### src/rtl/mul_div_unit.sv
// Iterative unsigned multiply/divide unit: one result bit per clock, with the result
// and destination register presented for register-file write-back on completion.
module mul_div_unit #(
    parameter int WIDTH      = 64,
    parameter int REG_ADDR_W = 5
) (
    input  logic                  clk,
    input  logic                  rst,
    input  logic                  start,
    input  logic [1:0]            op,
    input  logic [WIDTH-1:0]      operandA,
    input  logic [WIDTH-1:0]      operandB,
    input  logic [REG_ADDR_W-1:0] destReg,
    output logic                  busy,
    output logic                  done,
    output logic [WIDTH-1:0]      result,
    output logic [REG_ADDR_W-1:0] resultReg,
    output logic                  regWrite
);

    localparam int CNT_W = $clog2(WIDTH) + 1;

    typedef enum logic [1:0] {IDLE, MUL, DIV, DONE} stateT;

    stateT                  state;
    stateT                  stateNext;
    logic [1:0]             opLatched;
    logic [WIDTH-1:0]       operandBLatched;
    logic [REG_ADDR_W-1:0]  destLatched;
    logic [2*WIDTH-1:0]     acc;
    logic [2*WIDTH-1:0]     accNext;
    logic [CNT_W-1:0]       count;
    logic [WIDTH:0]         mulSum;
    logic [WIDTH:0]         divShifted;
    logic [WIDTH-1:0]       divDiff;
    logic                   divGeq;
    logic                   lastIter;
    logic                   divByZero;
    logic                   accept;
    logic                   enterDone;
    logic [WIDTH-1:0]       finalValue;

    // acc holds {partial product high, multiplier} for MUL and {remainder, dividend/quotient} for DIV
    always_comb begin
        mulSum     = {1'b0, acc[2*WIDTH-1:WIDTH]} + (acc[0] ? {1'b0, operandBLatched} : '0);
        divShifted = {acc[2*WIDTH-1:WIDTH], acc[WIDTH-1]};
        divGeq     = divShifted >= {1'b0, operandBLatched};
        divDiff    = divShifted[WIDTH-1:0] - operandBLatched;
        accNext    = acc;
        if (state == MUL) begin
            accNext = {mulSum, acc[WIDTH-1:1]};
        end else if (state == DIV) begin
            accNext = {(divGeq ? divDiff : divShifted[WIDTH-1:0]), acc[WIDTH-2:0], divGeq};
        end
    end

    assign lastIter  = (count == CNT_W'(WIDTH - 1));
    assign divByZero = (state == DIV) && (operandBLatched == '0);
    assign accept    = ((state == IDLE) || (state == DONE)) && start;

    always_comb begin
        stateNext = state;
        case (state)
            IDLE, DONE: begin
                if (start) begin
                    stateNext = op[1] ? DIV : MUL;
                end else begin
                    stateNext = IDLE;
                end
            end
            MUL: begin
                if (lastIter) begin
                    stateNext = DONE;
                end
            end
            DIV: begin
                if (divByZero || lastIter) begin
                    stateNext = DONE;
                end
            end
            default: stateNext = IDLE;
        endcase
    end

    assign enterDone = ((state == MUL) || (state == DIV)) && (stateNext == DONE);

    // op[0] selects the upper half in both modes: MULHI/REMU high, MULLO/DIVU low
    always_comb begin
        finalValue = opLatched[0] ? accNext[2*WIDTH-1:WIDTH] : accNext[WIDTH-1:0];
        if (divByZero) begin
            finalValue = opLatched[0] ? acc[WIDTH-1:0] : '1;
        end
    end

    always_ff @(posedge clk) begin
        if (rst) begin
            state <= IDLE;
        end else begin
            state <= stateNext;
        end
    end

    always_ff @(posedge clk) begin
        if (rst) begin
            opLatched       <= '0;
            operandBLatched <= '0;
            destLatched     <= '0;
            acc             <= '0;
            count           <= '0;
            result          <= '0;
            resultReg       <= '0;
        end else begin
            if (accept) begin
                opLatched       <= op;
                operandBLatched <= operandB;
                destLatched     <= destReg;
                acc             <= {{WIDTH{1'b0}}, operandA};
                count           <= '0;
            end else if ((state == MUL) || (state == DIV)) begin
                acc   <= accNext;
                count <= count + 1'b1;
            end
            if (enterDone) begin
                result    <= finalValue;
                resultReg <= destLatched;
            end
        end
    end

    assign busy     = (state == MUL) || (state == DIV);
    assign done     = (state == DONE);
    assign regWrite = done && (resultReg != '0);

endmodule

### config.mk
export PLATFORM = sky130hd
export DESIGN_NAME = mul_div_unit
export DESIGN_NICKNAME = d
export VERILOG_FILES = /design/src/rtl/mul_div_unit.sv
export SDC_FILE = /design/constraint.sdc
export NUM_CORES = 1
export LEC_CHECK = 0
export CAP_MARGIN = 20
export CORE_ASPECT_RATIO = 0.8
export CORE_UTILIZATION = 35
export CTS_BUF_LIST = sky130_fd_sc_hd__clkbuf_16
export DETAILED_ROUTE_END_ITERATION = 16
export SLEW_MARGIN = 10
export SYNTH_ARGS = -nofsm -noshare
export SYNTH_HDL_FRONTEND = slang
export SYNTH_SLANG_ARGS = --single-unit
### constraint.sdc
create_clock -name clk -period 4.9 [get_ports clk]
set_input_delay 0.98 -clock clk [delete_from_list [all_inputs] [get_ports clk]]
set_output_delay 0.98 -clock clk [all_outputs]
set_load 0.005 [all_outputs]
-- After elaboration in Yosys (flattened, before gate mapping)
Cells that the tools add are included.
- $add $sub $neg: 3
- magnitude comparators: 1
- equal/unequal tests: 5
- muxes and demuxes: 14
- reduce and logical (&&, ||, !) cells: 13
- operator list (operator ; number):
    2-to-1 mux 64 bit ; 7
    2-to-1 mux 128 bit ; 2
    adder 64 x 64 -> 65 bit ; 1
    >= comparator 65 x 64 -> 1 bit ; 1
    zero test 64 bit ; 1
    subtractor 64 bit ; 1
    2-to-1 mux 2 bit ; 4
    adder 7 x 1 -> 7 bit (second input constant) ; 1
    == test 7 x 6 -> 1 bit (second input constant) ; 1
    == test 2 bit (second input constant) ; 3
    one-hot mux 2 bit (3 select lines) ; 1
    nonzero test 5 bit ; 1
    logical AND 1 bit ; 4
    OR reduction 2 bit ; 2
    logical OR 1 bit ; 3
    == test 2 x 1 -> 1 bit (second input constant) ; 1
    zero test 2 bit ; 1
    nonzero test 2 bit ; 1
- bits in registers: 276
- input port bits: 138
- output and inout port bits: 72
- logic and storage cells: 45

-- Depth between registers and ports, before layout
Gate-level depths: netlist (run 1).
- depth in word-level cells: 7
- gate-level depth with buffers: 17
- mapped depth without buffers: 15

-- Worst setup path after synthesis (run 1)
OpenSTA, ideal clock, no wires.
- path type: register to register
- start: reg acc[0]
- end: reg result[61]
- library setup time: 117 ps
- arrival time: 3641 ps
- required time: 4783 ps
- slack: 1142 ps
- stages on the path, launching flop included: 17
- path buffers: 2
- period minus slack after synthesis: 3758 ps
- cells stage by stage: dfxtp_1 inv_2 clkbuf_1 nor2_1 ha_1 clkbuf_1 nand2_1 o21ai_0 or4b_2 a311o_1 o211ai_1 a41o_1 a31oi_1 o21ai_0 xnor2_1 nand3_1 a32o_1
- longest elaborated chain between the ends: 5
- RTL lines (what ; RTL line ; text):
    from (decl) ; 30 ; logic [2*WIDTH-1:0] acc;
    from (signal assigned) ; 117 ; acc <= {{WIDTH{1'b0}}, operandA};
    from (signal assigned) ; 120 ; acc <= accNext;
    2-to-1 mux 64 bit ; 45 ; mulSum = {1'b0, acc[2*WIDTH-1:WIDTH]} + (acc[0] ? {1'b0, operandBLatched} : '0);
    adder 64 x 64 -> 65 bit ; 45 ;
    2-to-1 mux 128 bit ; 50 ; if (state == MUL) begin
    2-to-1 mux 64 bit ; 89 ; finalValue = opLatched[0] ? accNext[2*WIDTH-1:WIDTH] : accNext[WIDTH-1:0];
    2-to-1 mux 64 bit ; 90 ; if (divByZero) begin
    to (signal assigned) ; 124 ; result <= finalValue;
    to (decl) ; 16 ; output logic [WIDTH-1:0] result,
Every way passes these cells.
A chain may end at the register's enable or synchronous reset.

-- Final worst setup path (run 1)
- start: reg acc[0]
- end: reg result[59]
Same word-level chain as after synthesis.

==> results of run 1 <==
layer usage:
| layer | vias to the layer above | global-route usage [%] |
|---|---|---|
| li1 | 12100 | - |
| met1 | 12100 | 41.5 |
| met2 | 959 | 46.8 |
| met3 | 174 | 4.01 |
| met4 | 2 | 9.97 |
| met5 | - | 0 |
critical path, delay by kind of cell, from the launching register on:
| family | cells | cell delay [ns] |
|---|---|---|
| xor+xnor | 1 | 0.16 |
| fa+ha+maj | 1 | 0.41 |
| buf+inv | 2 | 0.37 |
| flops | 1 | 0.34 |
| simple gates | 3 | 1.26 |
| compound gates | 6 | 1.85 |
cells in the final DEF, fill, tap and decap left out, drive strengths merged, types with 59 or more instances in the layout:
| cell type | instances |
|---|---|
| nor3 | 83 |
| inv | 110 |
| nand4 | 59 |
| a21o | 66 |
| mux2i | 130 |
| a21oi | 367 |
| buf | 116 |
| o21ai | 223 |
| dfxtp | 276 |
| clkdlybuf4s50 | 207 |
| ha | 133 |
| a211oi | 131 |
| xnor2 | 70 |
| nor2 | 345 |
| nand2 | 407 |
cell type report:
class / instances / area (um2) / share of cell area [%]
repair buffers: 323 / 2980 / 10.9
multi-input cells: 2599 / 16200 / 59.3
flip-flops and latches: 276 / 5530 / 20.2
clock buffers: 35 / 876 / 3.21
well taps: 850 / 1060 / 3.89
inverters: 109 / 410 / 1.50
diodes: 1 / 2.50 / 0.00916
clock inverters: 26 / 258 / 0.944
power by group through the flow:
stage	Clock, mW	Combinational (mW)	Sequential [mW]
after floorplan	0	3.14	2.69
after global placement	0	4.86	2.81
after detailed placement	0	4.84	2.81
after CTS	2.72	4.86	2.76
after global routing	2.80	5.33	2.79
final	2.67	4.96	2.77
state kept, by name, summed over array words and instances, names as in the netlist:
register	flops
operandBLatched	64
count	7
result	64
acc	128
destLatched	5
state	2
opLatched	1
resultReg	5
final timing paths:
check / startpoint / end / slack, ns / depth (start not counted)
worst max-delay path: acc[0] / result[59] / 0.27 / 13
worst min-delay path: destLatched[2] / resultReg[2] / 0.45 / 2
worst max register to register: acc[0] / result[59] / 0.27 / 13
worst min register to register: destLatched[2] / resultReg[2] / 0.45 / 2
kinds of logic (layout without fill, tap and decap cells):
family | count (synthesis) | in the layout | share of synthesized area [%]
adders and majority gates | 135 | 135 | 7.40
buffers and inverters | 359 | 493 | 5.96
other | 0 | 1 | 0
muxes | 133 | 133 | 5.80
and+or+nand+nor | 1118 | 1118 | 21.8
AOI/OAI and AO/OA | 1100 | 1100 | 30.8
xor gates and xnor gates | 113 | 113 | 4.30
DFF | 276 | 276 | 24.0
what timing repair did:
item	CTS	global route
hold buffers	0	0
gates resized for setup	0	1
setup buffers	0	0
endpoints found under the setup margin	0	2
per-stage QoR:
step | instance area, um2 | power, mW
after floorplan | 23000 | 5.82
after global placement | 26200 | 7.66
after detailed placement | 26200 | 7.65
after CTS | 27300 | 10.3
after global routing | 27300 | 10.9
final | 27300 | 10.4
==> results_dict.tcl, run 1 <==
set metrics [dict create \
    insertion_delay_ns 0.56 \
    post_layout_nonfiller_instances 4219 \
    fin_skew_ns 0.0117 \
    async_flop_share_pct 0 \
    numCtsBuffers 34 \
    p_switching_mw 4.66 \
    post_route_utilization_pct 42.3 \
    synth_warnings 0 \
    cts.clk_slew.worst_paths_ns 0.06 \
    pwr-share-seq_pct 26.6 \
    synth_cell_types 83 \
    drcViolationCount 0 \
    timing.final.crit_period_ns 4.63 \
    hold_slack_ns 0.447 \
    wire_per_inst_um 24.0 \
    clock_power_share_pct 25.6 \
    worstPathMaxFanout 61 \
    place.detailed.instances 4157 \
    gr-usage-all-layers_pct 29.8 \
    timing.critical_path.cells "inv_2 > buf_12 > nor2_1 > ha_1 > nand4_1 > or4b_2 > a311o_1 > o211ai_1 > a41o_1 > a31oi_1 > xnor2_1 > a221oi_1 > a211oi_1" \
    met1_length_um 45700 \
    crit_path_top_delay_cell "sky130_fd_sc_hd__or4b_2" \
    cts_sinks 276 \
    clockBufferDepth 3 \
    setup_repair_after_global_routing_missed_its_margin "false" \
    synth_top_area_share_pct 24.0 \
    floorplan.die_area_mm2 0.0669 \
    drt-total-wl_um 101000 \
    timing.critical_path.required_ns 5.31 \
    setup_total_negative_slack_ns 0 \
    ys_seq_area_share_pct 24.0 \
    fill_cells 6841 \
    power.combinational.fraction_pct 47.7 \
    route.detailed.vias_per_inst 5.98 \
    critical_path.endpoint_type "register" \
    leakagePower_nw 10.5 \
    maxCapViolCount 0 \
    worst_pin_slew_ns 1.18 \
    synth_edf_count 0 \
    grt_first_pass_wirelength_um 152000 \
    gp_congestion 1.03 \
    synthMostInstantiatedCell "sky130_fd_sc_hd__nand2_1" \
    netlist_area_mm2 0.0230 \
    antenna_found_initial 5 \
    synth_common_cells "sky130_fd_sc_hd__nand2_1, sky130_fd_sc_hd__a21oi_1, sky130_fd_sc_hd__nor2_1" \
    ctsRootBufferMaster "sky130_fd_sc_hd__clkbuf_16" \
    num_rows 83 \
    pwr_density_cell_mw_per_mm2 381 \
    io_pins 210 \
    netlist_top_cells_area "sky130_fd_sc_hd__dfxtp_1, sky130_fd_sc_hd__a21oi_1, sky130_fd_sc_hd__ha_1, sky130_fd_sc_hd__nand2_1, sky130_fd_sc_hd__mux2i_1" \
    detail_route.first_pass.iterations 5 \
    syn-num-nets 3507 \
    cellInternalPower_mw 5.73 \
    cts_tree "built" \
    drv_slew 0 \
    fin_crit_sh_pct 94.4 \
    post_placement_setup_slack_ns 0.308 \
    status "complete, no violations" \
    antenna_left 0 \
    holdCritPathClass "register to register" \
    routed-via-count 25300 \
    yosysTopAreaCell "sky130_fd_sc_hd__dfxtp_1" \
    vdd.ir_drop.worst_uv 203 \
    io_buffer_count 209 \
    syn-instance-count 3234 \
    dp_hpwl_um 77000 \
    starting_density_of_the_core_pct 35.7 \
    highest-signal-layer "met5" \
    die_width_um 289 \
    clock_tree.htree_level_count 2 \
    met3WireLength_um 6920 \
    dr_wl_met2_um 45200 \
    first_global_vias 23900 \
    hold_viol 0 \
    flow.area_growth_from_synthesis_pct 18.5 \
    drive_above_1_share_pct 6.18 \
    sw_frac_of_total_pct 44.8 \
    timing.setup.critical_path_class "register to register" \
    die_height_um 231 \
    nNetsFinal 3616 \
    gr-total-overflow 0 \
    max_slew_margin_pct 20.8 \
    synth_flop_cell "sky130_fd_sc_hd__dfxtp_1" \
    placeable_core_region_mm2 0.0646 \
    worst_path_largest_cell_delay_ns 0.82 \
    largest_net_degree_at_the_start_of_global_routing 204 \
    synth.avg_cell_area_um2 7.12 \
    timing.critical_path.from_type "register" \
    cp.arrival_ns 5.04 \
    timing.final.setup_violations 0 \
    synth-seq-cells 276 \
    drt_first_iter_violations 2770 \
    postLayoutSetupSlackWorst_ns 0.274 \
    clock.fmax_mhz 216 \
]
Power figures use the tool's default switching activity.
==> run 2, diff against run 1 <==
Settings changed: CORE_MARGIN set to 2, SLEW_MARGIN 10 to 20.
==> results_dict.tcl, run 2 (synthesized netlist as in run 1, its figures left out) <==
set metrics [dict create \
    status "complete, no violations" \
    antenna_found_initial 5 \
    drv_slew 0 \
    die_width_um 291 \
    max_slew_margin_pct 27.5 \
    final_design_instance_area_without_fill_mm2 0.0269 \
    p_switching_mw 4.51 \
    antenna_left 0 \
    commonest_cells_after_routing_fill_and_taps_aside "sky130_fd_sc_hd__nand2_1, sky130_fd_sc_hd__a21oi_1, sky130_fd_sc_hd__nor2_1" \
    flow.area_growth_from_synthesis_pct 16.7 \
    fin_skew_ns 0.0239 \
    wire_per_inst_um 23.9 \
    holdCritPathClass "register to register" \
    cp.arrival_ns 5.18 \
    drive_above_1_share_pct 4.93 \
    place.detailed.instances 4132 \
    die_height_um 233 \
    io_buffer_count 209 \
    fill_cells 6942 \
    clock.fmax_mhz 215 \
    setup_repair_after_global_routing_missed_its_margin "false" \
    io_pins 210 \
    post_layout_nonfiller_instances 4187 \
    insertion_delay_ns 0.61 \
    maxCapViolCount 0 \
    route.detailed.vias_per_inst 6.04 \
    pwr-share-seq_pct 28.2 \
    vdd.ir_drop.worst_uv 285 \
    leakagePower_nw 10.3 \
    worst_pin_slew_ns 1.09 \
    sw_frac_of_total_pct 45.8 \
    drcViolationCount 0 \
    place_area_mm2 0.0260 \
    layout.cells.most_common "sky130_fd_sc_hd__nand2_1" \
    timing.critical_path.from_type "register" \
    ctsRootBufferMaster "sky130_fd_sc_hd__clkbuf_16" \
    num_rows 84 \
    numCtsBuffers 31 \
    starting_density_of_the_core_pct 35.2 \
    placeable_core_region_mm2 0.0654 \
    cts_sinks 276 \
    detail_route.first_pass.iterations 6 \
    worstPathMaxFanout 24 \
    hold_viol 0 \
    clock_power_share_pct 22.9 \
    postLayoutSetupSlackWorst_ns 0.243 \
    timing.critical_path.required_ns 5.42 \
    clock_tree.htree_level_count 1 \
    dp_hpwl_um 75200 \
    post_placement_setup_slack_ns 0.386 \
    reg.largest.list "acc x128, operandBLatched x64, result x64" \
    regArea_mm2 0.00553 \
    pwr_density_cell_mw_per_mm2 366 \
    critical_path.endpoint_type "register" \
    routed-via-count 25300 \
    insertedDiodeCount 0 \
    gr-usage-all-layers_pct 28.3 \
    cts_hold_buffers 0 \
    power.combinational.fraction_pct 48.9 \
    gp_congestion 1.00 \
    largest_register_ffs 128 \
    cts.clk_slew.worst_paths_ns 0.06 \
    timing.final.crit_period_ns 4.66 \
    multi_input_comb_area_mm2 0.0162 \
    fin_crit_sh_pct 95.0 \
    largest_net_degree_at_the_start_of_global_routing 194 \
    drt_first_iter_violations 2778 \
    cellInternalPower_mw 5.33 \
    floorplan.die_area_mm2 0.0679 \
    setup_total_negative_slack_ns 0 \
    cts_tree "built" \
    clockBufferDepth 3 \
    nNetsFinal 3578 \
    regMostFlops "acc" \
    timing.setup.critical_path_class "register to register" \
    timing.final.setup_violations 0 \
    gr-total-overflow 0 \
    drt-total-wl_um 100000 \
    first_global_vias 23500 \
    grt_first_pass_wirelength_um 149000 \
]
[run 2: power by group through the flow]
| stage | logic, mW | clock network [mW] | registers (mW) |
|---|---|---|---|
| 2_1_floorplan | 3.14 | 0 | 2.69 |
| 3_3_place_gp | 4.69 | 0 | 2.82 |
| 3_5_place_dp | 4.68 | 0 | 2.82 |
| 4_1_cts | 4.70 | 2.28 | 2.77 |
| 5_1_grt | 5.16 | 2.36 | 2.80 |
| 6_report | 4.81 | 2.26 | 2.78 |
[run 2: layout make-up]
type	count	share of cell area, %
multi-input cells	2599	60.3
flip-flops and latches	276	20.6
repair buffers	288	10.2
well taps	860	4.00
clock buffers	31	2.89
inverters	109	1.54
clock inverters	24	0.517
[run 2: worst max-delay path: stages, from the launching register on]
cell,delay (ns)
sky130_fd_sc_hd__dfxtp_1,0.50
sky130_fd_sc_hd__inv_1,0.14
sky130_fd_sc_hd__ha_1,0.47
sky130_fd_sc_hd__nand4_1,0.18
sky130_fd_sc_hd__nand2b_2,0.25
sky130_fd_sc_hd__or4_4,0.55
sky130_fd_sc_hd__a2111oi_4,0.43
sky130_fd_sc_hd__a211oi_2,0.17
sky130_fd_sc_hd__a211o_1,0.40
sky130_fd_sc_hd__nand2_1,0.16
sky130_fd_sc_hd__buf_12,0.22
sky130_fd_sc_hd__mux2i_1,0.14
sky130_fd_sc_hd__o21ai_0,0.54
sky130_fd_sc_hd__o21ai_0,0.22
sky130_fd_sc_hd__a21oi_1,0.18
[run 2: layer usage]
metal | routed length (um) | GRT usage, % | share of wire (%)
met2 | 44400 | 45.6 | 44
met5 | 22 | 0 | 0.022
met3 | 7650 | 3.68 | 7.7
met1 | 44300 | 39.1 | 44
met4 | 3650 | 9.26 | 3.7
[run 2: final timing paths]
kind | startpoint | end | slack (ns) | cells after the start
setup / recovery | operandBLatched[31] | result[45] | 0.24 | 14
hold / removal | destLatched[1] | resultReg[1] | 0.45 | 2
setup reg to reg | operandBLatched[31] | result[45] | 0.24 | 14
hold reg to reg | destLatched[1] | resultReg[1] | 0.45 | 2
[run 2: through the flow]
step | util (%) | power [mW] | hold WS, ns
global placement | 39.7 | 7.51 | 0.442
finish | 41.1 | 9.85 | 0.450
global route | 41.1 | 10.3 | 0.474
floorplan | - | 5.82 | 0.432
CTS | 41.1 | 9.75 | 0.452
detailed placement | 39.7 | 7.49 | 0.443
[run 2: what timing repair did]
item | in CTS | in global routing
gates resized for setup | 0 | 3
buffers inserted | 0 | 0
endpoints found under the setup margin | 0 | 3
